**src/rtl/conv_pkg.sv**
```systemverilog
// Shared types and constants for the convolution / pooling pipeline.
package conv_pkg;

    localparam int BITWIDTH     = 8;
    localparam int FILTER_WIDTH = 3;

    typedef logic [BITWIDTH-1:0] pixel_t;

    // Flattened window element index: row r (0 = oldest), column c (0 = leftmost).
    function automatic int win_idx(input int r, input int c, input int fw);
        return r * fw + c;
    endfunction

endpackage

```
**src/rtl/row_delay_line.sv**
```systemverilog
// One image row of delay: an enable-gated shift register DEPTH pixels deep.
module row_delay_line
    import conv_pkg::*;
#(
    parameter int  DEPTH      = 8,
    parameter type pixel_type = pixel_t
) (
    input  logic      clock,
    input  logic      enable,
    input  pixel_type din,
    output pixel_type dout
);

    pixel_type mem_q [DEPTH];
    pixel_type mem_d [DEPTH];

    // Shift one position per accepted pixel; hold otherwise.
    always_comb begin
        // NOTE: every always_comb output gets a default first so no path infers a latch.
        mem_d = mem_q;
        if (enable) begin
            mem_d[0] = din;
            for (int i = 1; i < DEPTH; i++) begin
                mem_d[i] = mem_q[i-1];
            end
        end
    end

    // Storage register.
    always_ff @(posedge clock) begin
        // NOTE: pixel storage has no reset; stale contents are always flushed before
        // they can reach a valid window, and skipping the reset keeps the array small.
        mem_q <= mem_d;
    end

    assign dout = mem_q[DEPTH-1];

endmodule

```
**src/rtl/window_line_buffer.sv**
```systemverilog
// Raster stream -> filterWidth x filterWidth sliding window (stride 1, valid windows only).
module window_line_buffer
    import conv_pkg::*;
#(
    parameter int bitwidth    = BITWIDTH,
    parameter int filterWidth = FILTER_WIDTH,
    parameter int imageWidth  = 8,
    parameter int imageHeight = 8
) (
    input  logic                                      clock,
    input  logic                                      reset,
    input  logic [bitwidth-1:0]                       data_in,
    input  logic                                      isValid,
    output logic [filterWidth*filterWidth*bitwidth-1:0] window_out,
    output logic                                      window_valid,
    output logic                                      frame_done
);

    localparam int FW = filterWidth;
    localparam int CW = $clog2(imageWidth);
    localparam int RW = $clog2(imageHeight);

    typedef logic [bitwidth-1:0] px_t;

    logic          accept;
    logic [CW-1:0] col_q, col_d;
    logic [RW-1:0] row_q, row_d;
    logic          col_last, row_last;
    logic          window_valid_q, window_valid_d;
    logic          frame_done_q, frame_done_d;
    px_t           win_q [FW][FW];
    px_t           win_d [FW][FW];
    px_t           taps  [FW-1];

    // Reset wins over a simultaneous valid pixel.
    assign accept   = isValid && !reset;
    assign col_last = (col_q == CW'(imageWidth - 1));
    assign row_last = (row_q == RW'(imageHeight - 1));

    // Cascaded row delays: taps[0] is one row back, taps[FW-2] is the oldest row.
    for (genvar g = 0; g < FW - 1; g++) begin : g_line
        px_t line_in;
        if (g == 0) begin : g_head
            assign line_in = data_in;
        end else begin : g_chain
            assign line_in = taps[g-1];
        end
        row_delay_line #(
            .DEPTH      (imageWidth),
            .pixel_type (px_t)
        ) u_line (
            .clock  (clock),
            .enable (accept),
            .din    (line_in),
            .dout   (taps[g])
        );
    end

    // Next-state: window shift, raster counters and the registered status flags.
    always_comb begin
        win_d          = win_q;
        col_d          = col_q;
        row_d          = row_q;
        window_valid_d = 1'b0;
        frame_done_d   = 1'b0;
        if (accept) begin
            for (int r = 0; r < FW; r++) begin
                for (int c = 0; c < FW - 1; c++) begin
                    win_d[r][c] = win_q[r][c+1];
                end
            end
            for (int r = 0; r < FW - 1; r++) begin
                win_d[r][FW-1] = taps[FW-2-r];
            end
            win_d[FW-1][FW-1] = data_in;

            // The column gate rejects row-straddling windows, the row gate cross-frame ones.
            window_valid_d = (row_q >= RW'(FW - 1)) && (col_q >= CW'(FW - 1));
            frame_done_d   = col_last && row_last;

            if (col_last) begin
                col_d = '0;
                row_d = row_last ? '0 : row_q + 1'b1;
            end else begin
                col_d = col_q + 1'b1;
            end
        end
    end

    // State registers with synchronous reset.
    always_ff @(posedge clock) begin
        // NOTE: sequential state uses non-blocking assignments so every flop samples
        // pre-edge values regardless of statement order.
        if (reset) begin
            col_q          <= '0;
            row_q          <= '0;
            window_valid_q <= 1'b0;
            frame_done_q   <= 1'b0;
            win_q          <= '{default: '0};
        end else begin
            col_q          <= col_d;
            row_q          <= row_d;
            window_valid_q <= window_valid_d;
            frame_done_q   <= frame_done_d;
            win_q          <= win_d;
        end
    end

    // Flatten the window registers into the output bus.
    always_comb begin
        window_out = '0;
        for (int r = 0; r < FW; r++) begin
            for (int c = 0; c < FW; c++) begin
                window_out[win_idx(r, c, FW)*bitwidth +: bitwidth] = win_q[r][c];
            end
        end
    end

    assign window_valid = window_valid_q;
    assign frame_done   = frame_done_q;

endmodule
```
**config.mk**
```make
export PLATFORM = sky130hd
export DESIGN_NAME = window_line_buffer
export DESIGN_NICKNAME = d
export VERILOG_FILES = /design/src/rtl/conv_pkg.sv /design/src/rtl/row_delay_line.sv /design/src/rtl/window_line_buffer.sv
export SDC_FILE = /design/constraint.sdc
export NUM_CORES = 1
export LEC_CHECK = 0
export ABC_AREA = 1
export BUFFER_PORTS_ARGS = -buffer_cell sky130_fd_sc_hd__buf_4
export CAP_MARGIN = 20
export CORE_UTILIZATION = 25
export CTS_CLUSTER_DIAMETER = 200
export DETAILED_ROUTE_END_ITERATION = 8
export GPL_ROUTABILITY_DRIVEN = 0
export PLACE_DENSITY = 0.39
export SYNTH_ARGS = -nofsm -noshare
export SYNTH_HDL_FRONTEND = slang
export SYNTH_SLANG_ARGS = --single-unit
```
**constraint.sdc**
```tcl
create_clock -name clock -period 9.7 [get_ports clock]
set_input_delay 0.485 -clock clock [delete_from_list [all_inputs] [get_ports clock]]
set_output_delay 0.485 -clock clock [all_outputs]
set_load 0.02 [all_outputs]
```
==> results of run 1 <==
==> power breakdown <==
part	switching (W)	internal, W	total (W)	leakage [nW]
combinational	0.0000741	0.0000405	0.000115	0.976
sequential	0.0000210	0.000981	0.00100	1.86
clock	0.000336	0.000526	0.000862	0.384
==> sequential cells by signal, indices dropped and copies added (netlist names) <==
name / count
g_line.u_line.mem_q: 112
window_out: 72
g_line.u_line.dout: 16
col_q: 3
row_q: 3
frame_done: 1
window_valid: 1
==> cell usage in the layout, fill, tap and decap left out, drive strengths merged <==
master / n
nand2: 5
ha: 5
nand3: 3
dfxtp: 80
nor3: 1
clkinv: 9
clkbuf: 33
a211oi: 1
bufinv: 1
inv: 8
o21ai: 75
nor2: 159
edfxtp: 128
buf: 88
==> logic make-up after synthesis <==
group | share of synthesized area [%]
compound gates | 5.73
fa+ha+maj | 0.936
buf+inv | 2.23
flops | 81.5
simple gates | 9.62
==> per-stage QoR <==
step	utilization (%)	cell area, sq um	setup slack [ns]	hold slack, ns
6_report	32.2	8420	7.00	0.175
3_5_place_dp	29.3	7640	6.42	0.405
5_1_grt	32.2	8420	6.79	0.147
3_3_place_gp	29.3	7640	6.54	0.401
2_1_floorplan	-	6680	5.25	0.400
4_1_cts	32.2	8420	6.96	0.153
==> final cells by class <==
cell class / count / area (sq um)
fillers: 2629 / 17700
clock buffers: 33 / 696
multi-input cells: 249 / 1090
repair buffers: 88 / 661
clock inverters: 11 / 77.6
flip-flops and latches: 208 / 5450
well taps: 335 / 419
inverters: 7 / 26.3
==> per-layer routing <==
metal	global-route usage (%)	up-vias	part of all wire (%)
met1	12.4	1842	46
met5	0	-	0
met3	3.60	27	8.7
met4	3.18	0	2.5
met2	14.4	108	42
li1	-	1863	-
==> path summary, 6_finish.rpt <==
path,endpoint,slack (ns)
max,g_line[0].u_line.mem_q[57]$_DFFE_PP_,7.00
min,g_line[0].u_line.mem_q[58]$_DFFE_PP_,0.18
max reg2reg,row_q[1]$_SDFFE_PP0P_,8.49
min reg2reg,g_line[1].u_line.mem_q[24]$_DFFE_PP_,0.41
==> results_dict.tcl, run 1 <==
set metrics [dict create \
    total_negative_setup_slack_ns 0 \
    critical_path.startpoint_type "input port" \
    first_global_vias 3816 \
    synthTopCellsByCount "nor2_1, edfxtp_1, dfxtp_1, o21ai_0, o21ai_1" \
    synth.ff_latch_count 208 \
    start_util_pct 25.6 \
    grt_setup_unrepaired "no" \
    number_of_post_cts_setup_repair_buffers 0 \
    worstPathRequired_ns 9.83 \
    hold_path_depth 1 \
    run_status "complete, but fails checks" \
    finClkSkew_ns 0.00793 \
    die_y_um 165 \
    timing_worst_setup_path_type "input port to flip-flop" \
    insertedDiodeCount 0 \
    design.core.area_sq_um 26100 \
    seq_area_frac_synth_pct 81.5 \
    ffs_w_async_s_r_synth_pct 0 \
    ys_top_cells_by_area "edfxtp_1, dfxtp_1, nor2_1" \
    holdCritPathClass "input port to flip-flop" \
    syn2layout_area_growth_pct 26.0 \
    power.leakage_nw 3.22 \
    dp_cells 887 \
    number_of_warnings_reported_in_the_yosys_synthesis_log 0 \
    route.detailed.vias_per_inst 4.12 \
    cts.sink_count 208 \
    cts.root.buffer_cell "clkbuf_16" \
    synth.top_cell.area_share_pct 57.5 \
    number_of_synthesized_flops_with_an_enable_pin 128 \
    worst-endpoint-arrival_ns 2.82 \
    critPathMostFrequentCell "buf_4" \
    worst_setup_path_startpoint "isValid" \
    die-area_sq_um 27400 \
    hpwlAfterDp_um 7160 \
    max-vdd-ir-drop_v 0.000115 \
    drive_gt1_share_pct 21.3 \
    synthMostInstantiatedCell "nor2_1" \
    detail_route.first_pass.iterations 6 \
    timing.critical_path.depth 5 \
    synth-main-ff-cell "edfxtp_1" \
    fin_cells 931 \
    timing.hold.worst.start "data_in[2]" \
    slew_violations 0 \
    rows 59 \
    buffer_ports.inserted 84 \
    crit_family "buffers and inverters" \
    power.density_cell_area_nw_per_um2 235 \
    floorplan.die.width_um 165 \
    grt_max_degree 79 \
    worst_skew_pair.late_latency_ns 0.50 \
    max-clock-path-buffers 3 \
    type_of_destination_of_the_critical_path "flip-flop" \
    timing.slew.headroom_pct 39.5 \
    reg2reg_from "col_q[1]$_SDFFE_PP0P_" \
    min_period_ns 2.70 \
    ctsHoldBuffers 0 \
    dr.first_iter.drc_count 267 \
    timing.critical_path.fanout_max 78 \
    drc 14 \
    tritoncts "built" \
    syn_inst 488 \
    cts_resized 0 \
    cp.buffers_inverters 4 \
    antenna_violating_nets_post_route 0 \
    groute.usage.overall_pct 9.50 \
    finish.net_count 594 \
    antenna_found_initial 0 \
    timing.final.crit_share_pct 27.8 \
    cts-htree-levels 1 \
    tightest_slew_ns 0.908 \
    cpPeakStageDelay_ns 0.72 \
    fmaxAchievable_mhz 371 \
    vias 3840 \
    cts_buffers 24 \
    setup-violations-final 0 \
    synth_top_cell_by_area "edfxtp_1" \
    finalHoldViolations 0 \
    wirelength_um 12700 \
    avg_cell_area_syn_sq_um 13.7 \
    mapped_area_sq_um 6680 \
    crit_path_top_delay_cell "buf_4" \
    global_route_wire_length_before_repair_um 20500 \
    wire_per_inst_um 13.6 \
    synth_cell_type_count 17 \
    reg2reg_depth 5 \
    p_total_w 0.00198 \
    globalRouteOverflowTotal 0 \
    net_count_of_the_mapped_netlist 504 \
    pin_count 85 \
    clock_transition_at_path_regs_ns 0.06 \
    failed_checks "DRC" \
    max-cap-violations 0 \
    worstPathCellList "buf_4 > inv_2 > nor2_4 > buf_4 > buf_4" \
]
(Power assumes the default switching activity.)
==> run 2, diff against run 1 <==
--- a/config.mk
+++ b/config.mk
@@ -12,7 +12,7 @@
 export CTS_CLUSTER_DIAMETER = 200
 export DETAILED_ROUTE_END_ITERATION = 8
 export GPL_ROUTABILITY_DRIVEN = 0
-export PLACE_DENSITY = 0.39
+export PLACE_DENSITY = 0.4
 export SYNTH_ARGS = -nofsm -noshare
 export SYNTH_HDL_FRONTEND = slang
 export SYNTH_SLANG_ARGS = --single-unit
==> constraint.sdc (replaced) <==
create_clock -name clock -period 2.3 [get_ports clock]
set_input_delay 0.115 -clock clock [delete_from_list [all_inputs] [get_ports clock]]
set_output_delay 0.115 -clock clock [all_outputs]
set_load 0.02 [all_outputs]
==> run 2 against run 1 <==
Compared with the run above:
- the run still ends with DRC left
- non-clock buffer count grew 15
- sequential share of layout area shrank 0.67 points
- total power grew to 4.0 times the previous value
- global-route usage is essentially flat
- flip-flop and latch count is the same
- largest cell class unchanged
- highest routed layer unchanged
==> results_dict.tcl, run 2 (synthesized netlist as in run 1, its figures left out) <==
set metrics [dict create \
    timing.final.crit_share_pct 65.6 \
    worstPathCellList "dlygate4sd3_1 > buf_4 > nor2_4 > buf_4" \
    first_global_vias 3901 \
    cpPeakStageDelay_ns 0.54 \
    detail_route.first_pass.iterations 6 \
    fmaxAchievable_mhz 663 \
    worstPathRequired_ns 2.48 \
    min_period_ns 1.51 \
    antenna_found_initial 0 \
    post-route-util_pct 32.5 \
    power.density_cell_area_nw_per_um2 936 \
    tightest_slew_ns 0.823 \
    run_status "complete, but fails checks" \
    buffer_ports.inserted 84 \
    rows 59 \
    cts.root.buffer_cell "clkbuf_16" \
    vias 3900 \
    crit_path_top_delay_cell "nor2_4" \
    cts_buffers 23 \
    worst_skew_pair.late_latency_ns 0.49 \
    layout_commonest_cell "nor2_1" \
    design.core.area_sq_um 26100 \
    finClkSkew_ns 0.00849 \
    syn2layout_area_growth_pct 27.3 \
    die_y_um 165 \
    fin_worst_hold_slack_ns 0.150 \
    fillerInstances 2636 \
    insertedDiodeCount 0 \
    wirelength_um 12800 \
    timing.slew.headroom_pct 45.1 \
    timing_worst_setup_path_type "input port to flip-flop" \
    dr.first_iter.drc_count 241 \
    hpwlAfterDp_um 7580 \
    grt_setup_unrepaired "no" \
    pin_count 85 \
    floorplan.die.width_um 165 \
    commonest_cells_after_routing_fill_and_taps_aside "nor2_1, edfxtp_1, buf_4" \
    drive_gt1_share_pct 20.6 \
    holdCritPathClass "input port to flip-flop" \
    regToRegSetupSlack_ns 1.06 \
    globalRouteOverflowTotal 0 \
    max-vdd-ir-drop_v 0.000490 \
    start_util_pct 25.6 \
    clock_transition_at_path_regs_ns 0.06 \
    flip_flop_count_of_the_largest_register_after_layout 112 \
    cts.sink_count 208 \
    wire_per_inst_um 13.6 \
    antenna_violating_nets_post_route 0 \
    crit_family "buffers and inverters" \
    setup-violations-final 0 \
    cts-htree-levels 1 \
    drc 12 \
    critPathMostFrequentCell "buf_4" \
    max-clock-path-buffers 3 \
    groute.usage.overall_pct 9.46 \
    finalHoldViolations 0 \
    total_negative_setup_slack_ns 0 \
    grt_max_degree 78 \
    type_of_destination_of_the_critical_path "flip-flop" \
    tritoncts "built" \
    largest-register "g_line.u_line.mem_q" \
    finish.net_count 608 \
    route.detailed.vias_per_inst 4.14 \
    worst-endpoint-arrival_ns 1.69 \
    cp.buffers_inverters 3 \
    failed_checks "DRC" \
    timing.critical_path.fanout_max 19 \
    max-cap-violations 0 \
    slew_violations 0 \
    die-area_sq_um 27400 \
    power.leakage_nw 3.25 \
    global_route_wire_length_before_repair_um 20400 \
    critical_path.startpoint_type "input port" \
]
## run 2: cell types whose count changed in the layout (fill, tap and decap cells not counted), moves of 2 or more
cell           previous run  this run
dlygate4sd3_1             0         9
clkbuf_1                  4        11
buf_12                    0         5
clkbuf_8                  4         0
clkbuf_16                25        23
clkinv_1                  5         3
## run 2: layout make-up
type,instances,area [sq um],area share (%)
flip-flops and latches,208,5450,64.0
clock inverters,6,26.3,0.309
inverters,7,38.8,0.456
multi-input cells,249,1090,12.9
repair buffers,103,858,10.1
well taps,335,419,4.93
clock buffers,35,624,7.34
## run 2: per-layer routing
metal	share of wire (%)	track usage (%)	up-vias
met5	0	0	-
li1	-	-	1903
met3	7.2	3.22	20
met4	2.8	3.22	0
met2	45	15.1	95
met1	45	11.9	1882
## run 2: final timing paths
kind,startpoint,to,cells after the start
max reg2reg,col_q[0]$_SDFFE_PP0P_,row_q[1]$_SDFFE_PP0P_,6
max,reset,g_line[0].u_line.mem_q[26]$_DFFE_PP_,4
min reg2reg,g_line[0].u_line.mem_q[63]$_DFFE_PP_,g_line[0].u_line.mem_q[55]$_DFFE_PP_,0
min,isValid,g_line[1].u_line.dout[4]$_DFFE_PP_,3
## run 2: what timing repair did
action / 4_1_cts / 5_1_grt
resized for setup: 0 / 0
setup buffers: 0 / 0
hold endpoints to repair: 17 / 0
hold buffers: 9 / 0
## run 2: stage by stage
stage          worst slack (ns)  power [W]  cells  cell area (sq um)
6_report                  0.791    0.00796    943               8510
5_1_grt                   0.661    0.00832    943               8510
4_1_cts                   0.792    0.00811    943               8510
3_3_place_gp              0.802    0.00481    893               7760
3_5_place_dp              0.760    0.00482    893               7760
2_1_floorplan            -0.282    0.00458    488               6710
## run 2: worst min-delay path, delay by kind of cell
| family | cells | cell delay (ns) |
|---|---|---|
| and+or+nand+nor | 1 | 0.12 |
| buffers and inverters | 2 | 0.20 |
## run 2: where the power goes
part | internal, W | total (W) | switching (W) | leakage [nW]
combinational | 0.000200 | 0.000521 | 0.000321 | 1.07
clock | 0.00186 | 0.00321 | 0.00135 | 0.317
sequential | 0.00414 | 0.00423 | 0.0000888 | 1.86
total | 0.00620 | 0.00796 | 0.00176 | 3.25
